`config.mk`:
```
export PLATFORM = sky130hd
export DESIGN_NAME = seq_execute
export DESIGN_NICKNAME = d
export VERILOG_FILES = /design/src/rtl/seq_execute.sv
export SDC_FILE = /design/constraint.sdc
export NUM_CORES = 1
export LEC_CHECK = 0
export CAP_MARGIN = 20
export CORE_MARGIN = 8
export CORE_UTILIZATION = 40
export CTS_CLUSTER_SIZE = 24
export DETAILED_ROUTE_END_ITERATION = 16
export PLACE_DENSITY = 0.61
export SLEW_MARGIN = 5
export SYNTH_ARGS = -nofsm -noshare
export SYNTH_HDL_FRONTEND = slang
export SYNTH_SLANG_ARGS = --single-unit
```
`constraint.sdc`:
```
create_clock -name clk -period 16.04 [get_ports clk]
set_input_delay 3.208 -clock clk [delete_from_list [all_inputs] [get_ports clk]]
set_output_delay 3.208 -clock clk [all_outputs]
set_load 0.1 [all_outputs]
```
`src/rtl/seq_execute.sv`:
```
`default_nettype none
// ============================================================================
//  Module      : seq_execute
//  Description : Execute stage of the sequential Y86-64 processor.
//                A 64-bit ALU produces valE from icode/ifun and the operands
//                valA, valB and valC. The architectural condition codes
//                (ZF, SF, OF) are held here and updated by OPq instructions.
//                The branch/move condition cnd is evaluated from them for
//                jXX and cmovXX.
//
//  Ports
//    clk    in   1   rising-edge clock; condition codes update on this edge
//    rst    in   1   asynchronous, active-high reset (ZF=1, SF=0, OF=0)
//    icode  in   4   instruction code
//    ifun   in   4   function code
//    valA   in  64   operand A
//    valB   in  64   operand B
//    valC   in  64   constant / displacement
//    valE   out 64   ALU result (combinational)
//    cnd    out  1   condition result (combinational from registered flags)
//    ZF     out  1   registered zero flag
//    OF     out  1   registered overflow flag
//    SF     out  1   registered sign flag
//
//  Revision    : 1.0  initial release
// ============================================================================
module seq_execute (
    input  logic        clk,
    input  logic        rst,
    input  logic [3:0]  icode,
    input  logic [3:0]  ifun,
    input  logic [63:0] valA,
    input  logic [63:0] valB,
    input  logic [63:0] valC,
    output logic [63:0] valE,
    output logic        cnd,
    output logic        ZF,
    output logic        OF,
    output logic        SF
);

    // ------------------------------------------------------------------
    // Instruction codes
    // ------------------------------------------------------------------
    localparam logic [3:0] c_I_HALT   = 4'h0;
    localparam logic [3:0] c_I_NOP    = 4'h1;
    localparam logic [3:0] c_I_RRMOVQ = 4'h2;
    localparam logic [3:0] c_I_IRMOVQ = 4'h3;
    localparam logic [3:0] c_I_RMMOVQ = 4'h4;
    localparam logic [3:0] c_I_MRMOVQ = 4'h5;
    localparam logic [3:0] c_I_OPQ    = 4'h6;
    localparam logic [3:0] c_I_JXX    = 4'h7;
    localparam logic [3:0] c_I_CALL   = 4'h8;
    localparam logic [3:0] c_I_RET    = 4'h9;
    localparam logic [3:0] c_I_PUSHQ  = 4'hA;
    localparam logic [3:0] c_I_POPQ   = 4'hB;

    // OPq function codes
    localparam logic [3:0] c_ALU_ADD  = 4'h0;
    localparam logic [3:0] c_ALU_SUB  = 4'h1;
    localparam logic [3:0] c_ALU_AND  = 4'h2;
    localparam logic [3:0] c_ALU_XOR  = 4'h3;

    // Condition function codes shared by jXX and cmovXX
    localparam logic [3:0] c_C_YES    = 4'h0;
    localparam logic [3:0] c_C_LE     = 4'h1;
    localparam logic [3:0] c_C_L      = 4'h2;
    localparam logic [3:0] c_C_E      = 4'h3;
    localparam logic [3:0] c_C_NE     = 4'h4;
    localparam logic [3:0] c_C_GE     = 4'h5;
    localparam logic [3:0] c_C_G      = 4'h6;

    // Stack pointer adjustment for call/ret/push/pop
    localparam logic [63:0] c_STACK_STEP = 64'd8;

    // ------------------------------------------------------------------
    // Internal signals
    // ------------------------------------------------------------------
    logic [63:0] w_op_res;    // OPq result, independent of icode
    logic        w_op_of;     // signed overflow of the OPq result
    logic        w_op_valid;  // ifun names a real OPq operation
    logic        w_cc_load;   // condition codes capture on this edge

    logic        r_zf;
    logic        r_sf;
    logic        r_of;

    // ------------------------------------------------------------------
    // OPq datapath. Computed unconditionally so the same result feeds both
    // valE and the condition-code update without duplicating adders.
    // Overflow is judged against valB because the operation is
    // "valB op valA" (Y86 subq computes rB - rA).
    // ------------------------------------------------------------------
    always_comb begin
        w_op_res   = 64'd0;
        w_op_of    = 1'b0;
        w_op_valid = 1'b1;
        case (ifun)
            c_ALU_ADD: begin
                w_op_res = valB + valA;
                w_op_of  = (valA[63] == valB[63]) && (w_op_res[63] != valB[63]);
            end
            c_ALU_SUB: begin
                w_op_res = valB - valA;
                w_op_of  = (valA[63] != valB[63]) && (w_op_res[63] != valB[63]);
            end
            c_ALU_AND: begin
                w_op_res = valB & valA;
            end
            c_ALU_XOR: begin
                w_op_res = valB ^ valA;
            end
            default: begin
                w_op_valid = 1'b0;
            end
        endcase
    end

    // ------------------------------------------------------------------
    // valE selection
    // ------------------------------------------------------------------
    always_comb begin
        valE = 64'd0;
        case (icode)
            c_I_HALT,
            c_I_NOP,
            c_I_JXX:    valE = 64'd0;
            c_I_RRMOVQ: valE = valA;
            c_I_IRMOVQ: valE = valC;
            c_I_RMMOVQ,
            c_I_MRMOVQ: valE = valB + valC;
            c_I_OPQ:    valE = w_op_res;   // zero for undefined ifun
            c_I_CALL,
            c_I_PUSHQ:  valE = valB - c_STACK_STEP;
            c_I_RET,
            c_I_POPQ:   valE = valB + c_STACK_STEP;
            default:    valE = 64'd0;
        endcase
    end

    // ------------------------------------------------------------------
    // Condition codes. Only a well-formed OPq updates them; every other
    // instruction, including OPq with an undefined ifun, leaves them alone.
    // ------------------------------------------------------------------
    assign w_cc_load = (icode == c_I_OPQ) && w_op_valid;

    always_ff @(posedge clk or posedge rst) begin
        if (rst) begin
            r_zf <= 1'b1;
            r_sf <= 1'b0;
            r_of <= 1'b0;
        end else if (w_cc_load) begin
            r_zf <= (w_op_res == 64'd0);
            r_sf <= w_op_res[63];
            r_of <= w_op_of;
        end
    end

    assign ZF = r_zf;
    assign SF = r_sf;
    assign OF = r_of;

    // ------------------------------------------------------------------
    // Branch / conditional-move condition from the registered flags.
    // ------------------------------------------------------------------
    always_comb begin
        cnd = 1'b0;
        if ((icode == c_I_RRMOVQ) || (icode == c_I_JXX)) begin
            case (ifun)
                c_C_YES: cnd = 1'b1;
                c_C_LE:  cnd = (r_sf ^ r_of) | r_zf;
                c_C_L:   cnd = r_sf ^ r_of;
                c_C_E:   cnd = r_zf;
                c_C_NE:  cnd = ~r_zf;
                c_C_GE:  cnd = ~(r_sf ^ r_of);
                c_C_G:   cnd = ~(r_sf ^ r_of) & ~r_zf;
                default: cnd = 1'b0;
            endcase
        end
    end

endmodule
`default_nettype wire

```
Yosys cells after proc, flatten, opt, wreduce, memory -nomap -nowiden
Index checks and enable logic that the tools add are counted.
Widths: inputs -> output; s select.
Storage, ports and cells
  bits in registers: 3
  input bits: 202
  output and inout port bits: 68
  logic and storage cells: 51
Cells by class
  add/subtract/negate cells: 5
  equality and inequality tests: 20
  mux-type cells: 6
  bitwise gates (word level): 7
  reduce and logical (&&, ||, !) cells: 10
Operator list (count)
  $pmux 64 s6: 1
  $pmux 64 s4: 1
  $add 64x64->64: 2
  $add 64x4->64 const B: 1
  $and 64x64->64: 1
  $logic_not 64->1: 1
  $sub 64x4->64 const B: 1
  $sub 64x64->64: 1
  $xor 64x64->64: 1
  $eq 4x3->1 const B: 7
  $eq 4x2->1 const B: 4
  $eq 4x4->1 const B: 4
  $pmux 1 s7: 1
  $reduce_or 2->1: 3
  $eq 4x1->1 const B: 1
  $logic_not 4->1: 1
  $reduce_or 4->1: 1
  $logic_and 1x1->1: 3
  $ne 1x1->1: 3
  $mux 1: 2
  $not 1->1: 2
  $pmux 1 s2: 1
  $and 1x1->1: 1
  $eq 1x1->1: 1
  3 further kinds: 3

Logic depth before layout (Yosys ltp)
  depth in word-level cells: 5
  mapped depth: 21

Least setup slack after synthesis
No wires, ideal clock.
  kind: input to output
  from: input port icode[2]
  to: output port valE[54]
  arrival: 9692 ps
  path slack: 3140 ps
  cell stages on the path: 19
  path buffers: 3
  cell sequence: clkbuf_1 nor2b_1 clkbuf_1 clkbuf_1 and2_1 inv_1 ha_1 a21o_1 a21o_1 a2111oi_4 o21bai_2 a31oi_4 o22ai_2 o41ai_4 o311a_2 o21ai_2 a41o_1 xnor2_1 o21ai_0
On the way
  cells in the longest elaborated chain, start to end: 3
  elaborated cells between the ends (all ways): 13
  those cells by class: eq/ne (9); mux (1); reduce/logical (3)
RTL lines
  start, declared: RTL line 30  | input logic [3:0] icode,
  $eq 4x4->1 / $eq 4x3->1 (equally long branches): RTL line 124  | case (icode)
  $reduce_or 2->1: RTL line 124
  $pmux 64 s6 (*): RTL line 124
  end, declared: RTL line 35  | output logic [63:0] valE,
Mark *: on every way between the ends. The rest lies on a longest branch, timed or not.

Worst setup path in the final report
  from: input port icode[2]
  to: output port valE[63]
The elaborated chain is that of the path after synthesis.

==> report_table.html <==
<table>
<tr><th>Metric</th><th>Value</th></tr>
<tr><th colspan="2">Detailed routing</th></tr>
<tr><td>Number of DRC violations after detailed-routing iteration 0</td><td>2676</td></tr>
<tr><td>Count of TritonRoute iterations in the first routing pass</td><td>6</td></tr>
<tr><td>Remaining DRCs</td><td>0</td></tr>
<tr><td>Vias per Instance</td><td>6.75</td></tr>
<tr><td>Total wirelength of the detailed-routed design</td><td>92600 um</td></tr>
<tr><td>Detailed-route wire length per cell</td><td>26.2 um</td></tr>
<tr><td>Count of antenna-violating nets left after detailed routing</td><td>0</td></tr>
<tr><td>Via count of the routed design</td><td>23900</td></tr>
<tr><th colspan="2">STA</th></tr>
<tr><td>Maximum clock frequency</td><td>72.0 MHz</td></tr>
<tr><td>Total negative setup slack</td><td>0 ns</td></tr>
<tr><td>Number of failing setup endpoints in the final timing report</td><td>0</td></tr>
<tr><td>Max-slew violation count</td><td>0</td></tr>
<tr><td>Actual transition at the worst max-transition pin</td><td>1.15 ns</td></tr>
<tr><td>Count of endpoints failing hold in the final timing report</td><td>0</td></tr>
<tr><td>Unrepaired setup endpoints after global routing</td><td>no</td></tr>
<tr><td>Final Skew</td><td>0 ns</td></tr>
<tr><td>Share of the clock period used by the worst path after layout</td><td>86.6%</td></tr>
<tr><td>Worst rel slew slack</td><td>22.2%</td></tr>
<tr><td>Time the final worst path needs with I/O delays and setup</td><td>13.89 ns</td></tr>
<tr><th colspan="2">CTS</th></tr>
<tr><td>Worst-case clock buffer depth</td><td>2</td></tr>
<tr><td>Hold buffer count at cts</td><td>0</td></tr>
<tr><td>Number of gates given a new drive strength after cts</td><td>0</td></tr>
<tr><td>TritonCTS clock tree</td><td>built</td></tr>
<tr><td>Post-CTS clock slew at the launch and capture registers of the worst setup and hold paths</td><td>0.03 ns</td></tr>
<tr><td>Post-CTS setup buffer count</td><td>0</td></tr>
<tr><td>Clock tree root buffer cell</td><td>sky130_fd_sc_hd__clkbuf_16</td></tr>
<tr><td>Clock tree sinks</td><td>3</td></tr>
<tr><td>Worst-Skew Late Latency</td><td>0.23 ns</td></tr>
<tr><td>Maximum level of the CTS H-tree</td><td>1</td></tr>
<tr><td>Number of CTS-inserted buffers</td><td>3</td></tr>
<tr><th colspan="2">Placement</th></tr>
<tr><td>Port Buffer Count</td><td>269</td></tr>
<tr><td>Placed insts</td><td>3530</td></tr>
<tr><td>Gpl congestion</td><td>0.998</td></tr>
<tr><td>DP Wirelength</td><td>72700 um</td></tr>
<tr><th colspan="2">Yosys</th></tr>
<tr><td>Register bit count reported by yosys</td><td>3</td></tr>
<tr><td>Proportion of synthesized chip area in sequential cells</td><td>0.411%</td></tr>
<tr><td>Largest cells by area after synthesis</td><td>sky130_fd_sc_hd__ha_1 (17%), sky130_fd_sc_hd__a21oi_1 (8.9%), sky130_fd_sc_hd__nand2_1 (4.9%)</td></tr>
<tr><td>Number of synthesized flops with an enable pin</td><td>0</td></tr>
<tr><td>Number of nets in the synthesized netlist</td><td>3238</td></tr>
<tr><td>Cell type with the highest aggregate area in the netlist</td><td>sky130_fd_sc_hd__ha_1</td></tr>
<tr><td>Synth warnings</td><td>0</td></tr>
<tr><td>Fraction of synthesis flops using an asynchronous set or reset pin</td><td>100%</td></tr>
<tr><td>Area share of the leading cell type in the synthesized netlist</td><td>16.9%</td></tr>
<tr><td>Commonest register cell after synthesis</td><td>sky130_fd_sc_hd__dfrtp_1</td></tr>
<tr><td>Number of distinct standard cells referenced by the synthesized netlist</td><td>122</td></tr>
<tr><td>Avg Synthesized Cell Area</td><td>6.67 um^2</td></tr>
<tr><td>Area of the mapped netlist</td><td>0.0186 mm^2</td></tr>
<tr><td>Count of mapped cells out of synthesis</td><td>2782</td></tr>
<tr><th colspan="2">Power</th></tr>
<tr><td>Leakage Power</td><td>8.74 nW</td></tr>
<tr><td>Combinational share of power</td><td>95.6%</td></tr>
<tr><td>Fraction of power consumed by sequential logic</td><td>0.7%</td></tr>
<tr><td>Internal cell power</td><td>0.394 mW</td></tr>
<tr><td>P_sw</td><td>0.713 mW</td></tr>
<tr><td>Pwr Density</td><td>51.2 mW/mm^2</td></tr>
<tr><td>Net switching share of the total power</td><td>64.4%</td></tr>
<tr><td>Maximum vdd ir drop</td><td>0.0665 mV</td></tr>
<tr><td>Clock power frac</td><td>3.7%</td></tr>
<tr><th colspan="2">Final layout</th></tr>
<tr><td>Share of layout cells above drive strength 1</td><td>3.72%</td></tr>
<tr><td>Count of placed standard cells in the final layout, fillers left out</td><td>3535</td></tr>
<tr><td>Commonest non-fill, non-tap cell in the layout</td><td>sky130_fd_sc_hd__a21oi_1</td></tr>
<tr><td>Number of nets at the end of the flow</td><td>3384</td></tr>
<tr><td>Highest-count cells in the layout ignoring fill and taps</td><td>sky130_fd_sc_hd__a21oi_1 (329), sky130_fd_sc_hd__clkdlybuf4s50_1 (267), sky130_fd_sc_hd__ha_1 (250), sky130_fd_sc_hd__nand2_1 (241), sky130_fd_sc_hd__nor2_1 (194)</td></tr>
<tr><td>Relative area change from synthesis to final layout</td><td>16.5%</td></tr>
<tr><th colspan="2">Global routing</th></tr>
<tr><td>Antenna violations before repair</td><td>2</td></tr>
<tr><td>Largest net degree at the start of global routing</td><td>65</td></tr>
<tr><td>GR Util All Layers</td><td>32.3%</td></tr>
<tr><td>Wire length of the first global-routing pass</td><td>138000 um</td></tr>
<tr><td>Number of global-route vias before repair</td><td>22700</td></tr>
<tr><td>Total global routing overflow</td><td>0</td></tr>
<tr><th colspan="2">Setup path</th></tr>
<tr><td>Library cell contributing the largest single delay on the critical path</td><td>sky130_fd_sc_hd__clkdlybuf4s50_1</td></tr>
<tr><td>Most frequent cell on the critical path</td><td>sky130_fd_sc_hd__o21ai_1</td></tr>
<tr><td>Startpoint Class</td><td>primary input</td></tr>
<tr><td>Cell chain of the critical path</td><td>clkdlybuf4s50_1, nor2b_4, and2_1, inv_2, buf_4, ha_1, o21ai_0, a21boi_0, o31ai_1, a2111oi_0, o21ai_1, a21oi_1, o221a_2, o41ai_1, buf_4, o21a_1, o21ai_1, and2b_1, mux2i_1, o21ai_1, clkdlybuf4s50_1</td></tr>
<tr><td>Critical Path AT</td><td>10.68 ns</td></tr>
<tr><td>Data required time of the critical path</td><td>12.83 ns</td></tr>
<tr><td>Type of the worst setup path</td><td>primary input to output pin</td></tr>
<tr><td>Setup crit end kind</td><td>output pin</td></tr>
<tr><td>Worst Path Max Fanout</td><td>48</td></tr>
<tr><td>CP delay by family, top</td><td>compound AO/OA/AOI/OAI gates</td></tr>
<tr><td>CP bufs+invs</td><td>5</td></tr>
<tr><td>Largest incremental delay on the critical path</td><td>1.19 ns</td></tr>
<tr><th colspan="2">Floorplanning</th></tr>
<tr><td>Initial cell density of the core</td><td>40.2%</td></tr>
<tr><td>Row count</td><td>79</td></tr>
<tr><td>Count of boundary I/O pins</td><td>270</td></tr>
<tr><td>Horizontal die dimension</td><td>231 um</td></tr>
<tr><td>Core area</td><td>0.0462 mm^2</td></tr>
<tr><td>Height of the chip</td><td>231 um</td></tr>
<tr><td>Area of the die</td><td>0.0535 mm^2</td></tr>
<tr><th colspan="2">Outcome</th></tr>
<tr><td>Outcome</td><td>finished clean</td></tr>
<tr><th colspan="2">Flow run</th></tr>
<tr><td>Max-cap violations</td><td>0</td></tr>
<tr><th colspan="2">Worst hold path</th></tr>
<tr><td>Hold Path Class</td><td>register to register</td></tr>
</table>
logic make-up (layout without fill, tap and decap cells):
logic type | Yosys count | after routing | synth area share [%]
AOI/OAI and AO/OA | 1167 | 1167 | 43.6
and+or+nand+nor | 845 | 845 | 22.4
buffers and inverters | 333 | 478 | 7.46
adders and majority gates | 254 | 254 | 17.3
xor gates and xnor gates | 145 | 145 | 6.85
muxes | 35 | 35 | 1.98
DFF | 3 | 3 | 0.411
other | 0 | 1 | 0
synthesized netlist by cell type, types with 30 or more instances:
| library cell | count |
|---|---|
| sky130_fd_sc_hd__nand4_1 | 63 |
| sky130_fd_sc_hd__xnor2_1 | 94 |
| sky130_fd_sc_hd__nor2_1 | 198 |
| sky130_fd_sc_hd__nand2_1 | 242 |
| sky130_fd_sc_hd__nand2b_1 | 34 |
| sky130_fd_sc_hd__xor2_1 | 51 |
| sky130_fd_sc_hd__o21bai_1 | 58 |
| sky130_fd_sc_hd__nor3_1 | 75 |
| sky130_fd_sc_hd__o21ai_0 | 167 |
| sky130_fd_sc_hd__o31ai_1 | 52 |
| sky130_fd_sc_hd__ha_1 | 250 |
| sky130_fd_sc_hd__nand3_1 | 46 |
| sky130_fd_sc_hd__inv_1 | 172 |
| sky130_fd_sc_hd__clkbuf_1 | 109 |
| sky130_fd_sc_hd__mux2i_1 | 30 |
| sky130_fd_sc_hd__a21o_1 | 104 |
| sky130_fd_sc_hd__and3_1 | 30 |
| sky130_fd_sc_hd__a21oi_1 | 329 |
| sky130_fd_sc_hd__a222oi_1 | 47 |
| sky130_fd_sc_hd__nor4_1 | 47 |
| sky130_fd_sc_hd__o211ai_1 | 58 |
cell type report:
type	instances	area, um^2
well taps	607	759
flip-flops and latches	3	76.3
multi-input cells	2446	17100
diodes	1	2.50
clock buffers	4	78.8
fillers	4799	24500
inverters	175	657
repair buffers	299	2910
registers in the layout (all words and copies together) (netlist names):
name / count
OF: 1
SF: 1
ZF: 1
power by group through the flow:
stage                     Combinational [mW]  Sequential [mW]  Clock (mW)
after floorplan                        0.720           0.0103           0
after global placement                  1.02          0.00826           0
after detailed placement                1.03          0.00829           0
after CTS                               1.03          0.00821      0.0407
after global routing                    1.12          0.00825      0.0420
final                                   1.06          0.00821      0.0406
path summary, 6_finish.rpt:
kind                            slack (ns)  cells after the start        endpoint      startpoint
worst max-delay path                  2.15                     21        valE[63]        icode[2]
worst min-delay path                  0.49                      2  ZF$_DFFE_PP1P_  ZF$_DFFE_PP1P_
worst max register to register       15.28                      2  ZF$_DFFE_PP1P_  ZF$_DFFE_PP1P_
worst min register to register        0.49                      2  ZF$_DFFE_PP1P_  ZF$_DFFE_PP1P_
max in group asynchronous            12.67                      2  ZF$_DFFE_PP1P_             rst
min in group asynchronous             3.16                      2  SF$_DFFE_PP0P_             rst
per-layer routing:
metal  vias to the layer above  GRT usage (%)  share of wire (%)
li1                      11000              -                  -
met1                     11300           43.1                 42
met2                      1339           52.2                 45
met3                       225           4.89                9.1
met4                         0           11.4                3.9
met5                         -              0                  0
stage by stage:
stage          util [%]  power [mW]  setup slack, ns  instance area, um^2  hold WS [ns]
5_1_grt            46.8        1.17             1.78                21600         0.552
3_3_place_gp       46.6        1.03             2.48                21500         0.488
3_5_place_dp       46.6        1.04             2.25                21500         0.488
6_report           46.8        1.11             2.15                21600         0.492
2_1_floorplan         -       0.730             3.14                18600         0.690
4_1_cts            46.8        1.08             2.19                21600         0.493
worst register-to-register path: cells and delay by family, from the launching register on:
kind	cells	cell delay, ns
simple gates	2	0.12
flops	1	0.57
Note: power is estimated with default switching activity, not from simulation.
